==> src/rtl/gate_state_mac_pkg.sv <==
// Shared types for the sequential gate x state engine: Q2.6 complex number, widths, FSM states.
package complex_pkg;

  localparam int unsigned CN_W    = 8;
  localparam int unsigned CN_FRAC = 6;
  localparam int unsigned PROD_W  = 16;
  localparam int unsigned SUM_W   = PROD_W + 1;

  typedef struct packed {
    logic signed [CN_W-1:0] a;
    logic signed [CN_W-1:0] b;
  } complexNum;

  typedef enum logic [1:0] {IDLE, RUN, DRAIN, DONE} mac_state_t;

endpackage

==> src/rtl/gate_state_mac_if.sv <==
// Request/result bundle between the gate/state storage and the MAC engine.
interface gate_state_mac_if #(
  parameter int unsigned NUM_QUBITS = 1
);
  import complex_pkg::*;

  localparam int unsigned DIM = 1 << NUM_QUBITS;

  logic      start;
  complexNum state_in [DIM];
  complexNum gate_in  [DIM][DIM];
  logic      busy;
  logic      done;
  complexNum out_state [DIM];

  modport master (output start, state_in, gate_in, input busy, done, out_state);
  modport slave  (input start, state_in, gate_in, output busy, done, out_state);

endinterface

==> src/rtl/gate_state_mac_complex_mult.sv <==
// One complex multiply with a single register stage; Q2.6 x Q2.6 -> Q4.12 partials, 17-bit sums.
module complex_mult
  import complex_pkg::*;
(
  input  logic                    clk,
  input  complexNum               x,
  input  complexNum               y,
  output logic signed [SUM_W-1:0] re,
  output logic signed [SUM_W-1:0] im
);

  logic signed [PROD_W-1:0] ac, bd, ad, bc;

  always_comb begin
    ac = PROD_W'(x.a) * PROD_W'(y.a);
    bd = PROD_W'(x.b) * PROD_W'(y.b);
    ad = PROD_W'(x.a) * PROD_W'(y.b);
    bc = PROD_W'(x.b) * PROD_W'(y.a);
  end

  always_ff @(posedge clk) begin
    re <= SUM_W'(ac) - SUM_W'(bd);
    im <= SUM_W'(ad) + SUM_W'(bc);
  end

endmodule

==> src/rtl/gate_state_mac.sv <==
// Sequential complex matrix-vector product out_state = gate x state, one MAC per cycle.
// Build option GATE_STATE_SAT_EN: saturate instead of wrap when narrowing row results.
module gate_state_mac
  import complex_pkg::*;
#(
  parameter int unsigned NUM_QUBITS = 1
) (
  input  logic            clk,
  input  logic            reset,
  gate_state_mac_if.slave bus
);

  localparam int unsigned DIM   = 1 << NUM_QUBITS;
  localparam int unsigned IDX_W = 2 * NUM_QUBITS;
  localparam int unsigned ACC_W = SUM_W + NUM_QUBITS;
  localparam logic [IDX_W-1:0]      LAST_IDX = IDX_W'(DIM * DIM - 1);
  localparam logic [NUM_QUBITS-1:0] LAST_J   = NUM_QUBITS'(DIM - 1);

  mac_state_t state_q, state_n;
  logic [IDX_W-1:0]      idx_q;
  logic [NUM_QUBITS-1:0] iss_i, iss_j;
  logic                  p_vld;
  logic [NUM_QUBITS-1:0] p_i, p_j;
  logic                  busy_q, done_q;

  complexNum state_lat [DIM];
  complexNum gate_lat  [DIM][DIM];
  complexNum mult_x, mult_y;
  complexNum shadow_q [DIM];
  complexNum shadow_n [DIM];
  complexNum out_q    [DIM];

  logic signed [SUM_W-1:0] m_re, m_im;
  logic signed [ACC_W-1:0] acc_re, acc_im, sum_re, sum_im;

  // Round half-up at the Q4.12 -> Q2.6 boundary, then narrow to 8 bits
  function automatic logic signed [CN_W-1:0] narrow(input logic signed [ACC_W-1:0] v);
    logic signed [ACC_W-1:0] r;
    r = (v + ACC_W'(1 << (CN_FRAC - 1))) >>> CN_FRAC;
`ifdef GATE_STATE_SAT_EN
    if (r > ACC_W'(127))       return 8'sh7F;
    else if (r < ACC_W'(-128)) return 8'sh80;
`endif
    return CN_W'(r);
  endfunction

  assign iss_i  = idx_q[IDX_W-1:NUM_QUBITS];
  assign iss_j  = idx_q[NUM_QUBITS-1:0];
  assign mult_x = gate_lat[iss_i][iss_j];
  assign mult_y = state_lat[iss_j];

  complex_mult u_mult (
    .clk (clk),
    .x   (mult_x),
    .y   (mult_y),
    .re  (m_re),
    .im  (m_im)
  );

  always_comb begin
    state_n = state_q;
    case (state_q)
      IDLE:    if (bus.start) state_n = RUN;
      RUN:     if (idx_q == LAST_IDX) state_n = DRAIN;
      DRAIN:   state_n = DONE;
      DONE:    state_n = IDLE;
      default: state_n = IDLE;
    endcase
  end

  // Accumulate the product leaving the multiplier; the j=0 product restarts the row
  always_comb begin
    sum_re   = ((p_j == '0) ? '0 : acc_re) + ACC_W'(m_re);
    sum_im   = ((p_j == '0) ? '0 : acc_im) + ACC_W'(m_im);
    shadow_n = shadow_q;
    if (p_vld && (p_j == LAST_J)) begin
      shadow_n[p_i].a = narrow(sum_re);
      shadow_n[p_i].b = narrow(sum_im);
    end
  end

  always_ff @(posedge clk) begin
    if (reset) begin
      state_q <= IDLE;
      idx_q   <= '0;
      p_vld   <= 1'b0;
      p_i     <= '0;
      p_j     <= '0;
      acc_re  <= '0;
      acc_im  <= '0;
      busy_q  <= 1'b0;
      done_q  <= 1'b0;
      for (int k = 0; k < int'(DIM); k++) begin
        shadow_q[k] <= '0;
        out_q[k]    <= '0;
      end
    end else begin
      state_q <= state_n;
      busy_q  <= (state_n == RUN) || (state_n == DRAIN);
      done_q  <= (state_n == DONE);
      p_vld   <= (state_q == RUN);
      p_i     <= iss_i;
      p_j     <= iss_j;
      idx_q   <= (state_q == RUN) ? idx_q + IDX_W'(1) : '0;
      if (p_vld) begin
        acc_re <= sum_re;
        acc_im <= sum_im;
      end
      shadow_q <= shadow_n;
      // Last row closes in DRAIN, so publish the post-write shadow on entry to DONE
      if (state_n == DONE) out_q <= shadow_n;
    end
  end

  // Operand capture happens only on accept; operands need no reset
  always_ff @(posedge clk) begin
    if (state_q == IDLE && bus.start) begin
      state_lat <= bus.state_in;
      gate_lat  <= bus.gate_in;
    end
  end

  assign bus.busy      = busy_q;
  assign bus.done      = done_q;
  assign bus.out_state = out_q;

endmodule

==> src/flat_wrapper.sv <==
// flat-port wrapper written by rule: the top's interface ports become plain ports
module gate_state_mac_flat import complex_pkg::*;
#(
  parameter int unsigned NUM_QUBITS = 1
)
  (clk, reset, bus_start, bus_state_in, bus_gate_in, bus_busy, bus_done, bus_out_state);
  gate_state_mac_if #(.NUM_QUBITS(NUM_QUBITS)) bus_i ();
  input  logic clk;
  input  logic reset;
  input wire logic [$bits(bus_i.start)-1:0] bus_start;
  input wire logic [$bits(bus_i.state_in)-1:0] bus_state_in;
  input wire logic [$bits(bus_i.gate_in)-1:0] bus_gate_in;
  output wire logic [$bits(bus_i.busy)-1:0] bus_busy;
  output wire logic [$bits(bus_i.done)-1:0] bus_done;
  output wire logic [$bits(bus_i.out_state)-1:0] bus_out_state;
  assign bus_i.start = bus_start;
  assign bus_i.state_in = {>>{bus_state_in}};
  assign bus_i.gate_in = {>>{bus_gate_in}};
  assign bus_busy = bus_i.busy;
  assign bus_done = bus_i.done;
  assign bus_out_state = {>>{bus_i.out_state}};
  gate_state_mac #(.NUM_QUBITS(NUM_QUBITS)) u_core (.clk(clk), .reset(reset), .bus(bus_i));
endmodule
==> config.mk <==
export PLATFORM = sky130hd
export DESIGN_NAME = gate_state_mac_flat
export DESIGN_NICKNAME = d
export VERILOG_FILES = /design/src/rtl/gate_state_mac_pkg.sv /design/src/rtl/gate_state_mac_if.sv /design/src/rtl/gate_state_mac_complex_mult.sv /design/src/rtl/gate_state_mac.sv /design/src/flat_wrapper.sv
export SDC_FILE = /design/constraint.sdc
export NUM_CORES = 1
export LEC_CHECK = 0
export BUFFER_PORTS_ARGS = -buffer_cell sky130_fd_sc_hd__buf_4
export CORE_AREA = 2 2 217 219
export CTS_BUF_LIST = sky130_fd_sc_hd__clkbuf_8
export CTS_CLUSTER_DIAMETER = 120
export CTS_CLUSTER_SIZE = 10
export DETAILED_ROUTE_END_ITERATION = 6
export DIE_AREA = 0 0 219 221
export GPL_ROUTABILITY_DRIVEN = 0
export HOLD_SLACK_MARGIN = 0.15
export PLACE_DENSITY_LB_ADDON = 0.05
export SYNTH_ARGS = -nofsm -noshare
export SYNTH_HDL_FRONTEND = slang
export SYNTH_HIERARCHICAL = 1
export SYNTH_SLANG_ARGS = --single-unit
export TNS_END_PERCENT = 20
==> constraint.sdc <==
create_clock -name clk -period 13.8 [get_ports clk]
set_input_delay 2.07 -clock clk [delete_from_list [all_inputs] [get_ports clk]]
set_output_delay 2.07 -clock clk [all_outputs]
set_load 0.01 [all_outputs]
==> results of run 1 <==
==> stage by stage <==
| step | cell area [µm²] | setup slack [ps] |
|---|---|---|
| floorplan | 19020 | 4150 |
| global placement | 20540 | 7260 |
| detailed placement | 20540 | 7206 |
| CTS | 20960 | 7166 |
| global route | 20960 | 6922 |
| finish | 20960 | 7235 |
==> registers in the layout, summed over array words and instances (netlist names) <==
name,count
u_core/acc_re,14
u_core/u_mult/re,14
u_core/gate_lat,64
u_core/p_i,1
u_core/bus.busy,1
u_core/state_lat,32
u_core/shadow_q,32
u_core/p_vld,1
u_core/u_mult/im,14
u_core/idx_q,2
u_core/state_q,2
u_core/bus.out_state,32
u_core/p_j,1
u_core/bus.done,1
u_core/acc_im,14
==> final cells by class <==
class,instances,area [µm²],area share [%]
multi-input combinational,1214,12150,57.95
sequential,225,5468,26.09
inverter,298,1119,5.337
timing repair buffer,139,1044,4.979
tap,607,759.5,3.623
clock buffer,28,385.4,1.839
clock inverter,10,38.79,0.1851
==> placed cells by master (no fill, tap or decap), types with 9 or more instances in the layout <==
master and count:
inv_1 307, fa_1 249, and2_1 180, buf_4 139
ha_1 131, dfxtp_1 127, nand2_1 115, nor2_1 114
edfxtp_1 96, mux2i_1 37, a21oi_1 33, xnor2_1 31
clkbuf_8 28, o21ai_0 25, nor3_1 24, a21o_1 21
a211oi_1 20, o21a_1 18, nand2b_1 18, mux2_2 17
mux4_2 16, nand3b_1 15, xor2_1 11, o211ai_1 10
nor2b_1 9, nand3_1 9, o31ai_1 9
==> worst reg2reg max path, cell delays in order (launching register included) <==
cell,delay (ps)
dfxtp_2,950
mux4_2,610
and2_1,460
inv_1,110
fa_1,470
fa_1,520
inv_1,50
fa_1,460
fa_1,510
fa_1,550
inv_1,50
fa_1,520
inv_1,40
ha_1,330
o21a_1,160
o2111ai_1,160
o211ai_1,210
o211ai_1,130
xnor2_1,140
==> how the worst max path moves through the flow <==
stage | from | end | slack, ps
2_1_floorplan | bus_start | u_core/gate_lat[0] | 4150
3_3_place_gp | u_core/idx_q[0] | u_core/u_mult/im[13] | 7260
3_5_place_dp | u_core/idx_q[0] | u_core/u_mult/im[13] | 7210
4_1_cts | u_core/idx_q[0] | u_core/u_mult/im[13] | 7170
5_1_grt | u_core/idx_q[0] | u_core/u_mult/im[13] | 6920
6_report | u_core/idx_q[0] | u_core/u_mult/im[13] | 7230
==> routing by layer <==
layer	GRT usage (%)	vias up	wire length (µm)
met1	23.47	6127	18350
li1	-	5996	-
met2	34.13	181	22550
met4	2.986	0	636
met5	0	-	0
met3	1.952	42	1292
==> impl_metrics.json, run 1 <==
{
  "ant_nets": 0,
  "first_iter_violations": 462,
  "r2r_cells": 18,
  "hold_path_end": "u_core/bus.out_state[18]",
  "start_util_pct": 41.29,
  "overflow": 0,
  "cp.required_ps": 14250,
  "fin_cells": 2521,
  "coreArea_mm2": 0.04606,
  "die_y_um": 221,
  "synthCells": 1811,
  "finish.net_count": 2383,
  "avgSynthCellArea_um2": 10.50,
  "dp_cells": 2483,
  "cp-end-kind": "flop",
  "arrival_ps": 7020,
  "hold_viol": 0,
  "hp-start": "u_core/bus.out_state[18]",
  "worstHoldPathCells": 2,
  "cts_setup_buffers": 0,
  "r2r_start": "u_core/idx_q[0]",
  "critPathSlowestCell": "dfxtp_2",
  "grt_antenna_before_repair": 0,
  "cp_cell_sequence": "mux4_2 -> and2_1 -> inv_1 -> fa_1 -> fa_1 -> inv_1 -> fa_1 -> fa_1 -> fa_1 -> inv_1 -> fa_1 -> inv_1 -> ha_1 -> o21a_1 -> o2111ai_1 -> o211ai_1 -> o211ai_1 -> xnor2_1",
  "clk-insertion-delay-late_ps": 580,
  "wl_per_cell_um": 16.99,
  "cts_sinks": 225,
  "final_util_pct": 45.50,
  "fillers": 4493,
  "dp_hpwl_um": 32410,
  "antenna_cells": 0,
  "synth_area_mm2": 0.01902,
  "cp.depth": 18,
  "holdWs_ps": 458.3,
  "syn_nets": 2290,
  "min_path_type": "flop to flop",
  "vias": 12350,
  "fmax_mhz": 152.3,
  "grt_start_max_net_pins": 86,
  "outcome": "finished, final reports clean",
  "drc": 0,
  "tns_ps": 0,
  "finalWirelength_um": 42820,
  "critPathTopFamily": "adder cells",
  "cts_root_buf": "clkbuf_8",
  "grt_pass1_wl_um": 70860,
  "finalClockSkew_ps": 30.31,
  "post-route-period-util_pct": 47.57,
  "grt_setup_unrepaired": "false",
  "drv_slew": 0,
  "cts_tree": "done",
  "port_buffers": 132,
  "cap_violations": 0,
  "viasPerCell": 4.897,
  "die_w_um": 219,
  "path_clk_slew_ps": 80,
  "grt_pass1_vias": 13280,
  "cpMostUsedCell": "fa_1",
  "ctsResizeCount": 0,
  "cts_buffer_depth": 3,
  "rows": 79,
  "layout-drive-gt1-share_pct": 12.23,
  "r2r_slack_ps": 7230,
  "tightest_slew_ps": 1125,
  "slew_headroom_pct": 24.98,
  "setup_viol": 0,
  "synthToLayoutAreaGrowth_pct": 10.20,
  "cp-start-kind": "flop",
  "htreeDepth": 1,
  "cp_num_buf_inv": 4,
  "grt_use_total_pct": 18.47,
  "max_stage_delay_ps": 950,
  "io_pins": 133,
  "ys.warnings.count": 6,
  "crit_fanout": 35,
  "first_pass_iters": 5,
  "r2r-end": "u_core/u_mult/im[13]",
  "die_area_mm2": 0.04840,
  "finalCriticalPeriod_ps": 6565,
  "worstSetupPathType": "flop to flop",
  "numCtsBuffers": 26,
  "cts_hold_buf": 0
}
Power of run 1 is left out: the tool's default activity adds up to more than one toggle a clock period on the data nets, which glitch-free logic cannot reach.
==> run 2: changes to the inputs <==
==> constraint.sdc (replaced) <==
create_clock -name clk -period 6.7 [get_ports clk]
set_input_delay 1.005 -clock clk [delete_from_list [all_inputs] [get_ports clk]]
set_output_delay 1.005 -clock clk [all_outputs]
set_load 0.01 [all_outputs]
==> run 2 against run 1 <==
Effect of this change: core utilization is 0.20 points higher; non-clock buffer count increased by 10; fmax grew 5.1%; worst hold slack hardly changed; clock-buffer cell count unchanged; worst setup slack worse by 6800 ps; design area is 0.45% higher; largest cell class unchanged; clock skew barely moved; wire length is 2.8% higher.
==> impl_metrics.json, run 2 (synthesis results as in run 1) <==
{
  "dp_hpwl_um": 33760,
  "drc": 0,
  "tightest_slew_ps": 1239,
  "cap_violations": 0,
  "fmax_mhz": 160.2,
  "cts_hold_buf": 0,
  "io_pins": 133,
  "finalClockSkew_ps": 29.93,
  "viasPerCell": 4.927,
  "grt_start_max_net_pins": 76,
  "cts_sinks": 225,
  "ctsResizeCount": 0,
  "vias": 12470,
  "ant_nets": 0,
  "min_path_type": "flop to flop",
  "largest_reg_flops": 64,
  "antenna_cells": 0,
  "grt_antenna_before_repair": 0,
  "tns_ps": 0,
  "grt_pass1_vias": 13590,
  "cp.required_ps": 7200,
  "clk-insertion-delay-late_ps": 580,
  "finish.net_count": 2393,
  "start_util_pct": 41.29,
  "finalWirelength_um": 44040,
  "drv_slew": 0,
  "arrival_ps": 6750,
  "port_buffers": 132,
  "finalCriticalPeriod_ps": 6244,
  "hold_viol": 0,
  "die_area_mm2": 0.04840,
  "grt_use_total_pct": 19.10,
  "setup_ws_ps": 456.0,
  "rows": 79,
  "first_iter_violations": 539,
  "cp-end-kind": "flop",
  "die_y_um": 221,
  "crit_fanout": 19,
  "grt_setup_unrepaired": "false",
  "numCtsBuffers": 26,
  "synthToLayoutAreaGrowth_pct": 10.70,
  "layout_common_cells": "inv_1, fa_1, and2_1",
  "grt_pass1_wl_um": 73070,
  "setup_viol": 0,
  "dp_cells": 2493,
  "cts_setup_buffers": 0,
  "final_common_cell": "inv_1",
  "die_w_um": 219,
  "fin_cells": 2531,
  "cts_buffer_depth": 3,
  "cts_root_buf": "clkbuf_8",
  "largest-register": "u_core/gate_lat",
  "htreeDepth": 1,
  "cts_tree": "done",
  "overflow": 0,
  "wl_per_cell_um": 17.40,
  "place_ws_ps": 449.1,
  "post-route-period-util_pct": 93.19,
  "cp-start-kind": "flop",
  "path_clk_slew_ps": 70,
  "worstSetupPathType": "flop to flop",
  "first_pass_iters": 5,
  "layout-drive-gt1-share_pct": 12.68,
  "slew_headroom_pct": 17.37,
  "outcome": "finished, final reports clean",
  "coreArea_mm2": 0.04606
}
## run 2: cell count changes in the layout (fill, tap and decap cells not counted)
cell / delta
buf_4: +9
buf_12: +1
nor3b_2: -1
nor3b_4: +1
## run 2: final cells by class
| type | count | area (µm²) |
|---|---|---|
| fillers | 4438 | 25010 |
| clock inverters | 10 | 38.79 |
| multi-input cells | 1214 | 12150 |
| flip-flops and latches | 225 | 5468 |
| inverters | 298 | 1119 |
| well taps | 607 | 759.5 |
| repair buffers | 149 | 1131 |
| clock buffers | 28 | 385.4 |
## run 2: worst max-delay path: stages, from the launching register on
cell	delay [ps]
dfxtp_2	650
buf_4	280
mux2_2	520
nand2_1	170
inv_1	100
fa_1	650
inv_1	110
fa_1	490
inv_1	50
fa_1	480
fa_1	520
fa_1	550
inv_1	60
fa_1	570
inv_1	60
ha_1	350
or3_1	320
o211ai_1	100
xnor2_1	130
## run 2: routing by layer
| metal | vias up | track usage (%) | wire (µm) |
|---|---|---|---|
| li1 | 6021 | - | - |
| met1 | 6206 | 24.50 | 19200 |
| met2 | 196 | 34.46 | 22660 |
| met3 | 46 | 2.186 | 1351 |
| met4 | 0 | 4.032 | 827 |
| met5 | - | 0 | 0 |
## run 2: metrics by stage
step / utilization [%] / area [µm²] / hold WS [ps]
2_1_floorplan: - / 19020 / 445.9
3_3_place_gp: 44.79 / 20630 / 451.7
3_5_place_dp: 44.79 / 20630 / 449.3
4_1_cts: 45.71 / 21050 / 459.4
5_1_grt: 45.71 / 21050 / 493.1
6_report: 45.71 / 21050 / 458.4
## run 2: final timing paths
kind                                start                 endpoint  slack [ps]  depth (start not counted)
setup / recovery          u_core/idx_q[0]     u_core/u_mult/im[13]         460                         18
hold / removal    u_core/bus.out_state[2]  u_core/bus.out_state[2]         460                          2
setup reg to reg          u_core/idx_q[0]     u_core/u_mult/im[13]         460                         18
hold reg to reg   u_core/bus.out_state[2]  u_core/bus.out_state[2]         460                          2
Power of run 2 is left out for the same reason.
==> run 3: changes to the inputs <==
--- a/config.mk
+++ b/config.mk
@@ -5,13 +5,14 @@
 export SDC_FILE = /design/constraint.sdc
 export NUM_CORES = 1
 export LEC_CHECK = 0
+export ABC_AREA = 1
 export BUFFER_PORTS_ARGS = -buffer_cell sky130_fd_sc_hd__buf_4
-export CORE_AREA = 2 2 217 219
+export CORE_AREA = 2 2 221 223
 export CTS_BUF_LIST = sky130_fd_sc_hd__clkbuf_8
 export CTS_CLUSTER_DIAMETER = 120
 export CTS_CLUSTER_SIZE = 10
 export DETAILED_ROUTE_END_ITERATION = 6
-export DIE_AREA = 0 0 219 221
+export DIE_AREA = 0 0 223 225
 export GPL_ROUTABILITY_DRIVEN = 0
 export HOLD_SLACK_MARGIN = 0.15
 export PLACE_DENSITY_LB_ADDON = 0.05
==> constraint.sdc (replaced) <==
create_clock -name clk -period 7.82 [get_ports clk]
set_input_delay 1.173 -clock clk [delete_from_list [all_inputs] [get_ports clk]]
set_output_delay 1.173 -clock clk [all_outputs]
set_load 0.01 [all_outputs]
==> run 3 against run 2 <==
Effect of this change: register-to-register slack better by 520 ps; synthesized cell count rose by 29%; wire length grew 7.5%; via count up 15%; worst setup slack improved by 520 ps.
==> impl_metrics.json, run 3 <==
{
  "htreeDepth": 1,
  "post-route-period-util_pct": 87.49,
  "tns_ps": 0,
  "finalCriticalPeriod_ps": 6842,
  "overflow": 0,
  "port_buffers": 132,
  "synthCells": 2340,
  "cap_violations": 0,
  "finish.net_count": 2916,
  "path_clk_slew_ps": 80,
  "crit_fanout": 20,
  "synth_area_mm2": 0.01961,
  "largest-register": "u_core/gate_lat",
  "layout_common_cells": "inv_1, nand2_1, fa_1",
  "rows": 80,
  "multi_input_area_mm2": 0.01159,
  "finalWirelength_um": 47350,
  "avgSynthCellArea_um2": 8.380,
  "fmax_mhz": 146.2,
  "largest_reg_flops": 64,
  "first_pass_iters": 5,
  "grt_pass1_wl_um": 78840,
  "min_path_type": "flop to flop",
  "outcome": "finished, final reports clean",
  "cts_hold_buf": 0,
  "cts_buffer_depth": 3,
  "grt_setup_unrepaired": "false",
  "cp-end-kind": "flop",
  "syn_nets": 2819,
  "worstSetupPathType": "flop to flop",
  "ant_nets": 0,
  "cts_setup_buffers": 0,
  "grt_use_total_pct": 19.83,
  "ctsResizeCount": 0,
  "r2r_cells": 22,
  "die_w_um": 223,
  "cts_sinks": 225,
  "cts_tree": "done",
  "ys.warnings.count": 6,
  "drv_slew": 0,
  "grt_pass1_vias": 14950,
  "finalClockSkew_ps": 46.16,
  "drc": 0,
  "vias": 14390,
  "die_y_um": 225,
  "synthToLayoutAreaGrowth_pct": 10.55,
  "setup_viol": 0,
  "dp_hpwl_um": 36820,
  "fillers": 4770,
  "first_iter_violations": 584,
  "worstHoldPathCells": 2,
  "grt_start_max_net_pins": 78,
  "arrival_ps": 7290,
  "seqCellArea_mm2": 0.005465,
  "numCtsBuffers": 26,
  "wl_per_cell_um": 15.46,
  "cp_cell_sequence": "inv_1 -> buf_4 -> o21ai_0 -> o22ai_1 -> buf_4 -> nand2_1 -> fa_1 -> fa_1 -> inv_1 -> fa_1 -> fa_1 -> fa_1 -> inv_1 -> fa_1 -> inv_1 -> ha_1 -> a21o_1 -> a21oi_1 -> nand3_1 -> nand2_1 -> nand2_1 -> xor2_1",
  "start_util_pct": 41.24,
  "max_stage_delay_ps": 750,
  "cp-start-kind": "flop",
  "die_area_mm2": 0.05018,
  "cp.required_ps": 8270,
  "io_pins": 133,
  "viasPerCell": 4.699,
  "cpMostUsedCell": "fa_1",
  "coreArea_mm2": 0.04755,
  "tightest_slew_ps": 1115,
  "layout-drive-gt1-share_pct": 10.99,
  "cts_root_buf": "clkbuf_8",
  "grt_antenna_before_repair": 1,
  "final_common_cell": "inv_1",
  "slew_headroom_pct": 25.67,
  "hold_viol": 0,
  "clk-insertion-delay-late_ps": 590,
  "critPathSlowestCell": "o22ai_1"
}
==> run 3: final timing paths <==
check,slack (ps),endpoint,start
hold reg to reg,480,u_core/acc_im[11],u_core/acc_im[11]
setup / recovery,980,u_core/u_mult/re[13],u_core/idx_q[0]
setup reg to reg,980,u_core/u_mult/re[13],u_core/idx_q[0]
hold / removal,480,u_core/acc_im[11],u_core/acc_im[11]
==> run 3: critical path, delay by kind of cell, from the launching register on <==
kind / cells / cell delay [ps]
buf+inv: 6 / 1230
compound gates: 4 / 1200
simple gates: 4 / 400
fa+ha+maj: 7 / 3340
flops: 1 / 450
xor+xnor: 1 / 130
==> run 3: metrics by stage <==
step	worst slack, ps	instances	instance area, µm²	utilization, %	hold slack (ps)
CTS	919.9	3062	21680	45.59	490.6
global route	506.5	3063	21680	45.60	510.3
floorplan	1852	2340	19620	-	449.1
global placement	1049	3024	21260	44.72	462.7
detailed placement	944.6	3024	21260	44.72	467.7
finish	977.9	3063	21680	45.60	484.4
==> run 3: cell type report <==
class / count / area share, %
Multi-Input combinational cell: 1433 / 53.47
Sequential cell: 225 / 25.21
Inverter: 587 / 10.16
Timing Repair Buffer: 164 / 5.679
Tap cell: 615 / 3.549
Clock buffer: 27 / 1.714
Clock inverter: 11 / 0.2020
Antenna cell: 1 / 0.01154
==> run 3: per-layer routing <==
layer,wire [µm],up-vias,GRT usage (%)
li1,-,7126,-
met2,24160,252,36.62
met5,0,-,0
met1,20470,6958,24.79
met4,1066,0,4.546
met3,1648,56,2.269
Power of run 3 is left out for the same reason.
